### src/rtl/uart_rx.sv
// ---------------------------------------------------------------------------
// uart_rx: 8N1 asynchronous serial receiver.
//
// Samples the pad-level serial_rx line through a two-flop synchronizer,
// detects the start bit, samples each bit at its midpoint and reassembles
// bytes LSB-first into a single-entry holding register.
//
// Ports:
//   clk            in   system clock
//   reset          in   synchronous, active-high reset
//   serial_rx      in   asynchronous serial line, idle high
//   data[7:0]      out  received byte, stable while valid=1
//   valid          out  holding register contains an unread byte
//   ready          in   consumer accepts data on a cycle where valid&ready
//   framing_error  out  one-cycle pulse when the stop bit samples low
//   overrun        out  sticky: a completed byte was dropped (register full)
//   busy           out  high from start-bit detection until return to IDLE
//
// Handshake: data is transferred on every rising clock edge where
// valid=1 and ready=1. valid stays high and data stays stable until that
// transfer happens. A byte completing in the same cycle as a transfer
// replaces the accepted one, so valid stays high and overrun is cleared.
//
// The FSM state is held in state_q (type state_e) so it can be probed
// hierarchically.
// ---------------------------------------------------------------------------
module uart_rx #(
  parameter int unsigned DIVISOR = 52,  // clk cycles per bit, 4..65535
  parameter int unsigned CW      = 16   // bit-timing counter width, 2^CW > DIVISOR
) (
  input  logic       clk,
  input  logic       reset,
  input  logic       serial_rx,
  output logic [7:0] data,
  output logic       valid,
  input  logic       ready,
  output logic       framing_error,
  output logic       overrun,
  output logic       busy
);

  typedef enum logic [2:0] {
    WAIT_IDLE = 3'd0,
    IDLE      = 3'd1,
    START     = 3'd2,
    DATA      = 3'd3,
    STOP      = 3'd4
  } state_e;

  // Start-bit wait is half a bit so every later sample lands mid-bit.
  localparam logic [CW-1:0] HALF_LOAD = CW'(DIVISOR / 2 - 1);
  localparam logic [CW-1:0] BIT_LOAD  = CW'(DIVISOR - 1);

  state_e        state_q, state_d;
  logic          sync1_q, sync1_d;
  logic          rx_s_q, rx_s_d;
  logic [CW-1:0] cnt_q, cnt_d;
  logic [2:0]    bit_idx_q, bit_idx_d;
  logic [7:0]    shift_q, shift_d;
  logic [7:0]    data_q, data_d;
  logic          valid_q, valid_d;
  logic          fe_q, fe_d;
  logic          overrun_q, overrun_d;
  logic          busy_q, busy_d;

  logic          tick;
  logic          accept;

  assign tick   = (cnt_q == '0);
  assign accept = valid_q & ready;

  always_comb begin
    state_d   = state_q;
    sync1_d   = serial_rx;
    rx_s_d    = sync1_q;
    cnt_d     = cnt_q;
    bit_idx_d = bit_idx_q;
    shift_d   = shift_q;
    data_d    = data_q;
    valid_d   = valid_q;
    fe_d      = 1'b0;
    overrun_d = overrun_q;
    busy_d    = busy_q;

    // A transfer empties the holding register; a completion below may refill it.
    if (accept) begin
      valid_d   = 1'b0;
      overrun_d = 1'b0;
    end

    case (state_q)
      // Only leave once the line is seen high, so a reset or break in the
      // middle of a frame cannot resync on a data bit.
      WAIT_IDLE: begin
        if (rx_s_q) begin
          state_d = IDLE;
          busy_d  = 1'b0;
        end
      end

      IDLE: begin
        if (!rx_s_q) begin
          cnt_d   = HALF_LOAD;
          busy_d  = 1'b1;
          state_d = START;
        end
      end

      START: begin
        if (tick) begin
          if (!rx_s_q) begin
            cnt_d     = BIT_LOAD;
            bit_idx_d = 3'd0;
            state_d   = DATA;
          end else begin
            // Start bit gone by mid-bit: treat as a glitch.
            busy_d  = 1'b0;
            state_d = IDLE;
          end
        end else begin
          cnt_d = cnt_q - CW'(1);
        end
      end

      DATA: begin
        if (tick) begin
          shift_d   = {rx_s_q, shift_q[7:1]};
          cnt_d     = BIT_LOAD;
          bit_idx_d = bit_idx_q + 3'd1;
          if (bit_idx_q == 3'd7) begin
            state_d = STOP;
          end
        end else begin
          cnt_d = cnt_q - CW'(1);
        end
      end

      STOP: begin
        if (tick) begin
          if (rx_s_q) begin
            if (!valid_q || ready) begin
              data_d    = shift_q;
              valid_d   = 1'b1;
              overrun_d = 1'b0;
            end else begin
              overrun_d = 1'b1;
            end
            busy_d  = 1'b0;
            state_d = IDLE;
          end else begin
            // Bad stop bit: drop the byte and stay busy until the line idles.
            fe_d    = 1'b1;
            state_d = WAIT_IDLE;
          end
        end else begin
          cnt_d = cnt_q - CW'(1);
        end
      end

      default: begin
        state_d = WAIT_IDLE;
      end
    endcase
  end

  always_ff @(posedge clk) begin
    if (reset) begin
      state_q   <= WAIT_IDLE;
      sync1_q   <= 1'b1;
      rx_s_q    <= 1'b1;
      cnt_q     <= '0;
      bit_idx_q <= 3'd0;
      shift_q   <= 8'd0;
      data_q    <= 8'd0;
      valid_q   <= 1'b0;
      fe_q      <= 1'b0;
      overrun_q <= 1'b0;
      busy_q    <= 1'b0;
    end else begin
      state_q   <= state_d;
      sync1_q   <= sync1_d;
      rx_s_q    <= rx_s_d;
      cnt_q     <= cnt_d;
      bit_idx_q <= bit_idx_d;
      shift_q   <= shift_d;
      data_q    <= data_d;
      valid_q   <= valid_d;
      fe_q      <= fe_d;
      overrun_q <= overrun_d;
      busy_q    <= busy_d;
    end
  end

  assign data          = data_q;
  assign valid         = valid_q;
  assign framing_error = fe_q;
  assign overrun       = overrun_q;
  assign busy          = busy_q;

endmodule

### config.mk
export PLATFORM = sky130hd
export DESIGN_NAME = uart_rx
export DESIGN_NICKNAME = d
export VERILOG_FILES = /design/src/rtl/uart_rx.sv
export SDC_FILE = /design/constraint.sdc
export NUM_CORES = 1
export LEC_CHECK = 0
export ABC_AREA = 1
export CORE_MARGIN = 2
export CORE_UTILIZATION = 62
export CTS_CLUSTER_DIAMETER = 50
export DETAILED_ROUTE_END_ITERATION = 7
export HOLD_SLACK_MARGIN = 0.06
export PLACE_DENSITY = 0.84
export SETUP_SLACK_MARGIN = 0.02
export SLEW_MARGIN = 15
export SYNTH_ARGS = -nofsm -noshare
export SYNTH_HDL_FRONTEND = slang
export SYNTH_SLANG_ARGS = --single-unit
### constraint.sdc
create_clock -name clk -period 4.1 [get_ports clk]
set_input_delay 0.82 -clock clk [delete_from_list [all_inputs] [get_ports clk]]
set_output_delay 0.82 -clock clk [all_outputs]
set_load 0.01 [all_outputs]
== Yosys cells after proc, flatten, opt, wreduce, memory -nomap -nowiden ==
Cells that the tools add are included.
W data, S select, Z words.

* $lt $le $gt $ge: 0
* Reductions and logical operators: 15
* Shift operators: 0
* Divide/modulo/power cells: 0
* Muxes and demuxes: 34
* Multipliers: 0
* Equality and inequality tests: 15
* Add/subtract/negate cells: 2
* Bitwise operators: 3

{| class="wikitable"
|+ Operators by type and width
! kind !! count
|-
| $mux W16 || 5
|-
| $pmux W16 S4 || 1
|-
| $mux W3 || 9
|-
| $logic_not A16 Y1 || 1
|-
| $ne A2 B2 Y1 const B || 8
|-
| $sub A16 B1 Y16 const B || 1
|-
| $mux W1 || 15
|-
| $pmux W3 S5 || 1
|-
| $reduce_and A4 Y1 || 3
|-
| $eq A3 B2 Y1 const B || 2
|-
| $eq A3 B3 Y1 const B || 2
|-
| $pmux W3 S2 || 1
|-
| $reduce_and A6 Y1 || 1
|-
| $reduce_bool A4 Y1 || 1
|-
| $add A3 B1 Y3 const B || 1
|-
| $eq A3 B1 Y1 const B || 1
|-
| $logic_not A3 Y1 || 1
|-
| $ne A3 B3 Y1 const B || 1
|-
| $pmux W1 S3 || 1
|-
| $reduce_and A3 Y1 || 1
|-
| $reduce_bool A3 Y1 || 1
|-
| $reduce_or A3 Y1 || 1
|-
| $mux W2 || 1
|-
| $ne A2 B1 Y1 const B || 1
|-
| other kinds (7) || 8
|}

* Memories: 0
* RAM bits: 0
* Bits in latches: 0
* Output and inout bits: 12
* Input bits: 4
* Logic and storage cells: 80
* ROM bits: 0
* Register bits: 44

== Logic depth before layout (Yosys ltp) ==
Gate-level depths: netlist of the first run.

* Depth in word-level cells: 6
* Mapped depth: 11
* Depth with buffers taken out: 11

== Worst setup path after synthesis of the first run ==
Ideal clock, no wire load.

* Path type: input-to-reg
* From: in reset
* To: reg bit_idx_q[0]
* Setup time: 0.132 ns
* Buffers on the path: 2
* Setup slack: 2.434 ns
* Arrival time: 1.533 ns
* Stages: 3
* Data required time: 3.968 ns
* Cells stage by stage: clkbuf_1 clkbuf_1 a21oi_1

{| class="wikitable"
|+ RTL lines
! element !! RTL line !! RTL
|-
| start, declared || 32 || <nowiki>input logic reset,</nowiki>
|-
| end signal, assigned || 184 || <nowiki>bit_idx_q <= bit_idx_d;</nowiki>
|-
| end, declared || 58 || <nowiki>logic [2:0] bit_idx_q, bit_idx_d;</nowiki>
|}

No word-level cell between the ends.

== Worst setup path in the final report of the first run ==
* From: reg valid_q, in the netlist valid
* To: out valid

{| class="wikitable"
|+ RTL lines
! element !! RTL line !! RTL
|-
| start, declared || 61 || <nowiki>logic valid_q, valid_d;</nowiki>
|-
| start signal, assigned || 187 || <nowiki>valid_q <= valid_d;</nowiki>
|-
| end, declared || 35 || <nowiki>output logic valid,</nowiki>
|}

No word-level cell between the ends.

==> insert_results.sql, run 1 <==
INSERT INTO impl_metrics (metric_group, metric, value, unit) VALUES
('run_status', 'status', 'finished, final reports clean', ''),
('logic_synthesis', 'mapped_cell_area', '2240', 'sq um'),
('clock_tree', 'max_clock_buf_depth', '2', ''),
('power', 'pwr_density_cell', '825', 'nW/um^2'),
('floorplan', 'core_area', '3420', 'sq um'),
('sta', 'total_count_of_max_transition_violations_in_the_final_report', '0', ''),
('routing', 'drt_drc_violations_left', '0', ''),
('sta', 'crit_share_post_route', '0.517', ''),
('clock_tree', 'cts_clk_pin_slew_worst_paths', '0.13', 'ns'),
('placed_design', 'hpwl', '3.19', 'mm'),
('power', 'p_leak', '1.05', 'nW'),
('setup_path', 'setup.worst_path.class', 'flip-flop to primary output', ''),
('clock_tree', 'tritoncts', 'built', ''),
('setup_path', 'worst_path_largest_cell_delay', '0.54', 'ns'),
('clock_tree', 'clkSinkCount', '44', ''),
('global_route', 'grt_usage', '0.245', ''),
('setup_path', 'timing.rr.start', 'cnt_q[0]', ''),
('logic_synthesis', 'postSynth.topFlopCell', 'sky130_fd_sc_hd__dfxtp_1', ''),
('layout', 'area_delta_synth_final', '12.1', '%'),
('setup_path', 'timing.critical_path.max_delay_family', 'buffers and inverters', ''),
('logic_synthesis', 'synth_enable_flop_cells', '0', ''),
('power', 'power_switching', '0.999', 'mW'),
('routing', 'route.detailed.wl_per_inst', '12.2', 'um'),
('logic_synthesis', 'yosys_register_bits', '44', ''),
('sta', 'timing.clock.skew', '0.0173', 'ns'),
('power', 'combPwrFrac', '0.547', ''),
('clock_tree', 'cell_chosen_for_the_clock_root', 'sky130_fd_sc_hd__clkbuf_4', ''),
('global_route', 'vias_in_the_first_global_route', '1935', ''),
('placed_design', 'placed_cells', '370', ''),
('logic_synthesis', 'netlist.area_leader.share', '0.393', ''),
('min_path', 'min_delay_worst_endpoint', 'rx_s_q', ''),
('floorplan', 'rows', '21', ''),
('power', 'power_frac_seq', '0.294', ''),
('global_route', 'grt_start_max_net_pins', '21', ''),
('logic_synthesis', 'syn_inst', '315', ''),
('power', 'report.power.total', '2.07', 'mW'),
('layout', 'layout.nets', '338', ''),
('min_path', 'hold_path_class', 'flip-flop to flip-flop', ''),
('logic_synthesis', 'synth-warning-count', '0', ''),
('floorplan', 'chipWidth', '64.1', 'um'),
('layout', 'antenna-diode-count', '0', ''),
('setup_path', 'cp.buffers_inverters', '1', ''),
('clock_tree', 'insertion_delay', '0.37', 'ns'),
('sta', 'clock.fmax', '471', 'MHz'),
('floorplan', 'die_height', '64.1', 'um'),
('routing', 'total_wirelength_of_the_detailed_routed_design', '4.60', 'mm'),
('floorplan', 'design.die.area', '4110', 'sq um'),
('logic_synthesis', 'post_synth_main_area_contributors', 'sky130_fd_sc_hd__dfxtp_1 39%, sky130_fd_sc_hd__nand2_1 11%, sky130_fd_sc_hd__nor2_1 7.0%', ''),
('global_route', 'antenna_violations_before_repair', '0', ''),
('clock_tree', 'tritoncts.num_buffers', '5', ''),
('logic_synthesis', 'most_frequent_cell_after_synthesis', 'sky130_fd_sc_hd__nand2_1', ''),
('routing', 'num_vias', '2001', ''),
('setup_path', 'timing.critical_path.required', '3.28', 'ns'),
('power', 'power.share.switching', '0.483', ''),
('setup_path', 'r2r_end', 'shift_q[2]', ''),
('logic_synthesis', 'synth.top_cells.by_count', '64 x sky130_fd_sc_hd__nand2_1, 44 x sky130_fd_sc_hd__dfxtp_1, 42 x sky130_fd_sc_hd__nor2_1', ''),
('clock_tree', 'htree_num_levels', '2', ''),
('routing', 'length_of_the_first_detailed_routing_pass_in_iterations', '4', ''),
('setup_path', 'crit_fanout', '3', ''),
('logic_synthesis', 'post_synth.cell_area_avg', '7.11', 'sq um'),
('placed_design', 'io_buffers', '15', ''),
('min_path', 'worst_hold_path.num_cells', '1', ''),
('layout', 'drive_above_1_share', '0.121', ''),
('sta', 'finalHoldWorstSlack', '0.440', 'ns'),
('clock_tree', 'post_cts_resize_count', '0', ''),
('layout', 'layout.cell_area.non_filler', '2510', 'sq um'),
('power', 'clock_network_power_share', '0.159', ''),
('floorplan', 'i_o_pin_count', '16', ''),
('setup_path', 'timing.reg2reg.setup_slack', '2.01', 'ns'),
('routing', 'number_of_nets_with_antenna_violations_after_routing', '0', ''),
('routing', '1st_iter_drt_viols', '146', '');
## kinds of logic (layout without fill, tap and decap cells)
| kind of cell | after synthesis | after routing | synth area share |
|---|---|---|---|
| buffers and inverters | 46 | 62 | 0.0844 |
| AO/OA/AOI/OAI | 56 | 56 | 0.140 |
| flip-flops | 44 | 44 | 0.393 |
| adder cells (fa/ha/maj) | 3 | 3 | 0.0168 |
| AND/OR/NAND/NOR | 163 | 163 | 0.354 |
| XOR/XNOR | 3 | 3 | 0.0117 |
## routing by layer
metal | track usage | up-vias | wire length [um] | share of wire
met4 | 0.0984 | 0 | 96 | 0.021
met5 | 0 | - | 0 | 0
met2 | 0.445 | 32 | 2280 | 0.50
met3 | 0.0581 | 12 | 186 | 0.040
li1 | - | 1042 | - | -
met1 | 0.272 | 915 | 2040 | 0.44
## final cells by class
cell class	count	area [sq um]
clock buffer	5	37.5
clock inverter	2	60.1
fill	282	906
inverter	39	146
multi-input combinational	225	1170
sequential	44	881
tap	46	57.6
timing repair buffer	16	158
## worst max path at each step
stage               startpoint           end  depth (start not counted)
global placement         ready       data[2]                          6
detailed placement       ready       data[3]                          6
global route          cnt_q[0]    shift_q[7]                          7
finish                   valid         valid                          1
floorplan                reset  bit_idx_q[0]                          3
CTS                      valid         valid                          1
## power by group through the flow
stage / Combinational, mW / Clock [mW] / Sequential, mW
2_1_floorplan: 0.939 / 0 / 0.597
3_5_place_dp: 1.11 / 0 / 0.617
3_3_place_gp: 1.09 / 0 / 0.614
5_1_grt: 1.29 / 0.348 / 0.619
6_report: 1.13 / 0.328 / 0.610
4_1_cts: 1.13 / 0.330 / 0.608
## layout by cell type (no fill, tap or decap), types with 2 or more instances in the layout
| cell | n |
|---|---|
| sky130_fd_sc_hd__nor2_2 | 6 |
| sky130_fd_sc_hd__clkdlybuf4s50_1 | 15 |
| sky130_fd_sc_hd__a21oi_1 | 30 |
| sky130_fd_sc_hd__clkbuf_4 | 5 |
| sky130_fd_sc_hd__nand4_1 | 7 |
| sky130_fd_sc_hd__o21bai_2 | 2 |
| sky130_fd_sc_hd__ha_1 | 3 |
| sky130_fd_sc_hd__o21ai_0 | 19 |
| sky130_fd_sc_hd__nor2_4 | 3 |
| sky130_fd_sc_hd__nor3_1 | 8 |
| sky130_fd_sc_hd__nand2_2 | 2 |
| sky130_fd_sc_hd__nand2_4 | 3 |
| sky130_fd_sc_hd__or2_2 | 8 |
| sky130_fd_sc_hd__inv_1 | 36 |
| sky130_fd_sc_hd__inv_2 | 3 |
| sky130_fd_sc_hd__or2_0 | 2 |
| sky130_fd_sc_hd__nand2_1 | 64 |
| sky130_fd_sc_hd__bufinv_16 | 2 |
| sky130_fd_sc_hd__dfxtp_1 | 44 |
| sky130_fd_sc_hd__nand3_1 | 12 |
| sky130_fd_sc_hd__xor2_1 | 2 |
| sky130_fd_sc_hd__nor2_1 | 42 |
## state kept, by name, summed over array words and instances, names as in the netlist
signal	flops
overrun	1
rx_s_q	1
valid	1
data	8
shift_q	8
cnt_q	16
framing_error	1
busy	1
rx_s_d	1
state_q	3
bit_idx_q	3
## per-stage QoR
step           worst slack, ns  utilization
5_1_grt                   1.83        0.735
3_5_place_dp              1.71        0.706
2_1_floorplan             2.43            -
4_1_cts                   1.97        0.735
3_3_place_gp              1.75        0.706
6_report                  1.98        0.735
(Power assumes the default switching activity.)
==> run 2: changes to the inputs <==
--- a/config.mk
+++ b/config.mk
@@ -7,11 +7,11 @@
 export LEC_CHECK = 0
 export ABC_AREA = 1
 export CORE_MARGIN = 2
-export CORE_UTILIZATION = 62
+export CORE_UTILIZATION = 58
 export CTS_CLUSTER_DIAMETER = 50
 export DETAILED_ROUTE_END_ITERATION = 7
 export HOLD_SLACK_MARGIN = 0.06
-export PLACE_DENSITY = 0.84
+export PLACE_DENSITY = 0.79
 export SETUP_SLACK_MARGIN = 0.02
 export SLEW_MARGIN = 15
 export SYNTH_ARGS = -nofsm -noshare
==> constraint.sdc (replaced) <==
create_clock -name clk -period 2.2 [get_ports clk]
set_input_delay 0.44 -clock clk [delete_from_list [all_inputs] [get_ports clk]]
set_output_delay 0.44 -clock clk [all_outputs]
set_load 0.01 [all_outputs]
==> run 2 against run 1 <==
Total power up 88%; count of clock-buffer cells in the layout rose by 2; non-clock buffer count increased by 2; clock power is 110% higher; worst hold slack lost 0.026 ns; cell area rose by 1.8%; die area up 6.5%; register-to-register slack worse by 1.8 ns; largest power group unchanged; highest routed layer unchanged.
==> insert_results.sql, run 2 (synthesis results as in run 1) <==
INSERT INTO impl_metrics (metric_group, metric, value, unit) VALUES
('placed_design', 'pre_cts_ws', '0.212', 'ns'),
('routing', 'vias_per_cell', '5.21', ''),
('floorplan', 'die_height', '66.1', 'um'),
('setup_path', 'worstSetupEndpointType', 'flip-flop', ''),
('layout', 'drive_above_1_share', '0.129', ''),
('global_route', 'global_routing_usage_on_met3', '0.0596', ''),
('global_route', 'groute.layer.met2.usage', '0.394', ''),
('routing', 'route.detailed.wl_per_inst', '11.8', 'um'),
('sta', 'timing.clock.skew', '0.00778', 'ns'),
('setup_path', 'timing.reg2reg.setup_slack', '0.26', 'ns'),
('run_status', 'status', 'finished, final reports clean', ''),
('layout', 'max_ffs_per_register', '16', ''),
('power', 'p_leak', '1.08', 'nW'),
('clock_tree', 'cts_clk_pin_slew_worst_paths', '0.08', 'ns'),
('layout', 'layout.cells.most_common', 'sky130_fd_sc_hd__nand2_1', ''),
('layout', 'antenna-diode-count', '0', ''),
('layout', 'layout_common_cells', '64 x sky130_fd_sc_hd__nand2_1, 44 x sky130_fd_sc_hd__dfxtp_1, 42 x sky130_fd_sc_hd__nor2_1, 36 x sky130_fd_sc_hd__inv_1, 30 x sky130_fd_sc_hd__a21oi_1', ''),
('global_route', 'gr-total-overflow', '0', ''),
('sta', 'rsz0062_at_grt', 'no', ''),
('clock_tree', 'htree_num_levels', '2', ''),
('sta', 'final-hold-violation-count', '0', ''),
('clock_tree', 'tritoncts', 'built', ''),
('global_route', 'grt_usage', '0.235', ''),
('floorplan', 'chipWidth', '66.1', 'um'),
('global_route', 'vias_in_the_first_global_route', '1904', ''),
('clock_tree', 'cts_hold_repair.buffers', '0', ''),
('min_path', 'min_delay_worst_endpoint', 'rx_s_q', ''),
('clock_tree', 'insertion_delay', '0.30', 'ns'),
('sta', 'clock.fmax', '515', 'MHz'),
('placed_design', 'io_buffers', '15', ''),
('global_route', 'grtUsageMet1', '0.287', ''),
('setup_path', 'timing.rr.start', 'cnt_q[0]', ''),
('routing', 'total_wirelength_of_the_detailed_routed_design', '4.50', 'mm'),
('power', 'pwr_density_cell', '1530', 'nW/um^2'),
('sta', 'setup_violations', '0', ''),
('global_route', 'wire_length_of_the_first_global_routing_pass', '7.96', 'mm'),
('clock_tree', 'cell_chosen_for_the_clock_root', 'sky130_fd_sc_hd__clkbuf_8', ''),
('power', 'peak_ir_drop_on_the_vdd_network', '0.792', 'mV'),
('sta', 'setup_total_negative_slack', '0', 'ns'),
('global_route', 'grt_busiest_layer', 'met2', ''),
('placed_design', 'hpwl', '3.22', 'mm'),
('sta', 'crit_share_post_route', '0.883', ''),
('floorplan', 'rows', '22', ''),
('layout', 'registers.top_by_ff_count', 'cnt_q', ''),
('setup_path', 'worst-endpoint-arrival', '2.14', 'ns'),
('global_route', 'grt_start_max_net_pins', '17', ''),
('setup_path', 'timing.critical_path.required', '2.40', 'ns'),
('clock_tree', 'post_cts_resize_count', '0', ''),
('routing', 'drt_drc_violations_left', '0', ''),
('min_path', 'hp-start', 'rx_s_d', ''),
('sta', 'final_worst_setup_slack', '0.256', 'ns'),
('sta', 'tightest_slew', '0.482', 'ns'),
('setup_path', 'critPathLaunchType', 'flip-flop', ''),
('routing', 'num_vias', '1991', ''),
('floorplan', 'design.die.area', '4370', 'sq um'),
('setup_path', 'r2r_end', 'cnt_q[0]', ''),
('sta', 'total_count_of_max_transition_violations_in_the_final_report', '0', ''),
('power', 'report.power.total', '3.90', 'mW'),
('clock_tree', 'cts.repair_timing.setup_buffer_count', '0', ''),
('floorplan', 'core_area', '3690', 'sq um'),
('layout', 'layout.nets', '340', ''),
('flow_run', 'max-cap-violations', '0', ''),
('min_path', 'hold_path_class', 'flip-flop to flip-flop', ''),
('sta', 'slew_headroom', '0.676', ''),
('sta', 'period_minus_slack', '1.94', 'ns'),
('floorplan', 'i_o_pin_count', '16', ''),
('global_route', 'antenna_violations_before_repair', '0', ''),
('setup_path', 'worst-r2r-cell-count', '9', ''),
('layout', 'filler_cell_count', '302', ''),
('setup_path', 'crit_fanout', '16', ''),
('routing', 'number_of_nets_with_antenna_violations_after_routing', '0', ''),
('clock_tree', 'max_clock_buf_depth', '2', ''),
('routing', '1st_iter_drt_viols', '115', ''),
('placed_design', 'gp_congestion', '0.838', ''),
('routing', 'length_of_the_first_detailed_routing_pass_in_iterations', '4', ''),
('layout', 'area_delta_synth_final', '14.1', '%'),
('setup_path', 'setup.worst_path.class', 'flip-flop to flip-flop', ''),
('clock_tree', 'clkSinkCount', '44', ''),
('min_path', 'worst_hold_path.num_cells', '1', ''),
('floorplan', 'floorplan.initialDensity', '0.607', ''),
('clock_tree', 'tritoncts.num_buffers', '5', '');
## run 2: through the flow
stage	util	hold WS [ns]	std cells	area, sq um
after floorplan	-	0.389	315	2240
after global placement	0.659	0.392	374	2430
after detailed placement	0.659	0.399	374	2430
after CTS	0.693	0.418	382	2560
after global routing	0.693	0.427	382	2560
final	0.693	0.414	382	2560
## run 2: area by class of cell
cell class | instances | area [sq um] | share of cell area
multi-input cells | 225 | 1170 | 0.458
flip-flops and latches | 44 | 881 | 0.345
repair buffers | 18 | 173 | 0.0675
inverters | 39 | 146 | 0.0573
clock buffers | 7 | 96.3 | 0.0377
well taps | 48 | 60.1 | 0.0235
clock inverters | 1 | 30.0 | 0.0117
## run 2: where the power goes
part | switching, mW | internal, mW
combinational | 1.42 | 0.678
sequential | 0.156 | 0.976
clock | 0.274 | 0.401
## run 2: layer usage
layer | part of all wire | up-vias
li1 | - | 1043
met1 | 0.48 | 908
met2 | 0.46 | 32
met3 | 0.036 | 8
met4 | 0.017 | 0
met5 | 0 | -
## run 2: worst max path at each step
stage | startpoint | endpoint | cells after the start
after floorplan | cnt_q[0] | cnt_q[6] | 11
final | cnt_q[0] | cnt_q[0] | 9
after global placement | ready | data[4] | 6
after detailed placement | ready | data[2] | 6
after global routing | cnt_q[0] | cnt_q[0] | 9
after CTS | cnt_q[0] | cnt_q[0] | 9
## run 2: worst max-delay path, cell delays in order, from the launching register on
cell	delay, ns
sky130_fd_sc_hd__dfxtp_1	0.32
sky130_fd_sc_hd__inv_1	0.11
sky130_fd_sc_hd__ha_1	0.19
sky130_fd_sc_hd__nand2_2	0.10
sky130_fd_sc_hd__nor2_2	0.30
sky130_fd_sc_hd__nand3_4	0.16
sky130_fd_sc_hd__nand2_4	0.21
sky130_fd_sc_hd__inv_1	0.17
sky130_fd_sc_hd__o21ai_0	0.22
sky130_fd_sc_hd__nor2_1	0.06
==> run 3: changes to the inputs <==
--- a/config.mk
+++ b/config.mk
@@ -13,6 +13,7 @@
 export HOLD_SLACK_MARGIN = 0.06
 export PLACE_DENSITY = 0.79
 export SETUP_SLACK_MARGIN = 0.02
+export SKIP_LAST_GASP = 1
 export SLEW_MARGIN = 15
 export SYNTH_ARGS = -nofsm -noshare
 export SYNTH_HDL_FRONTEND = slang
==> constraint.sdc (replaced) <==
create_clock -name clk -period 2.2 [get_ports clk]
set_input_delay 0.44 -clock clk [delete_from_list [all_inputs] [get_ports clk]]
set_output_delay 0.44 -clock clk [all_outputs]
set_load 0.005 [all_outputs]
==> results of run 3 <==
The final DEF is identical to that of run 2. Status: finished, final reports clean.
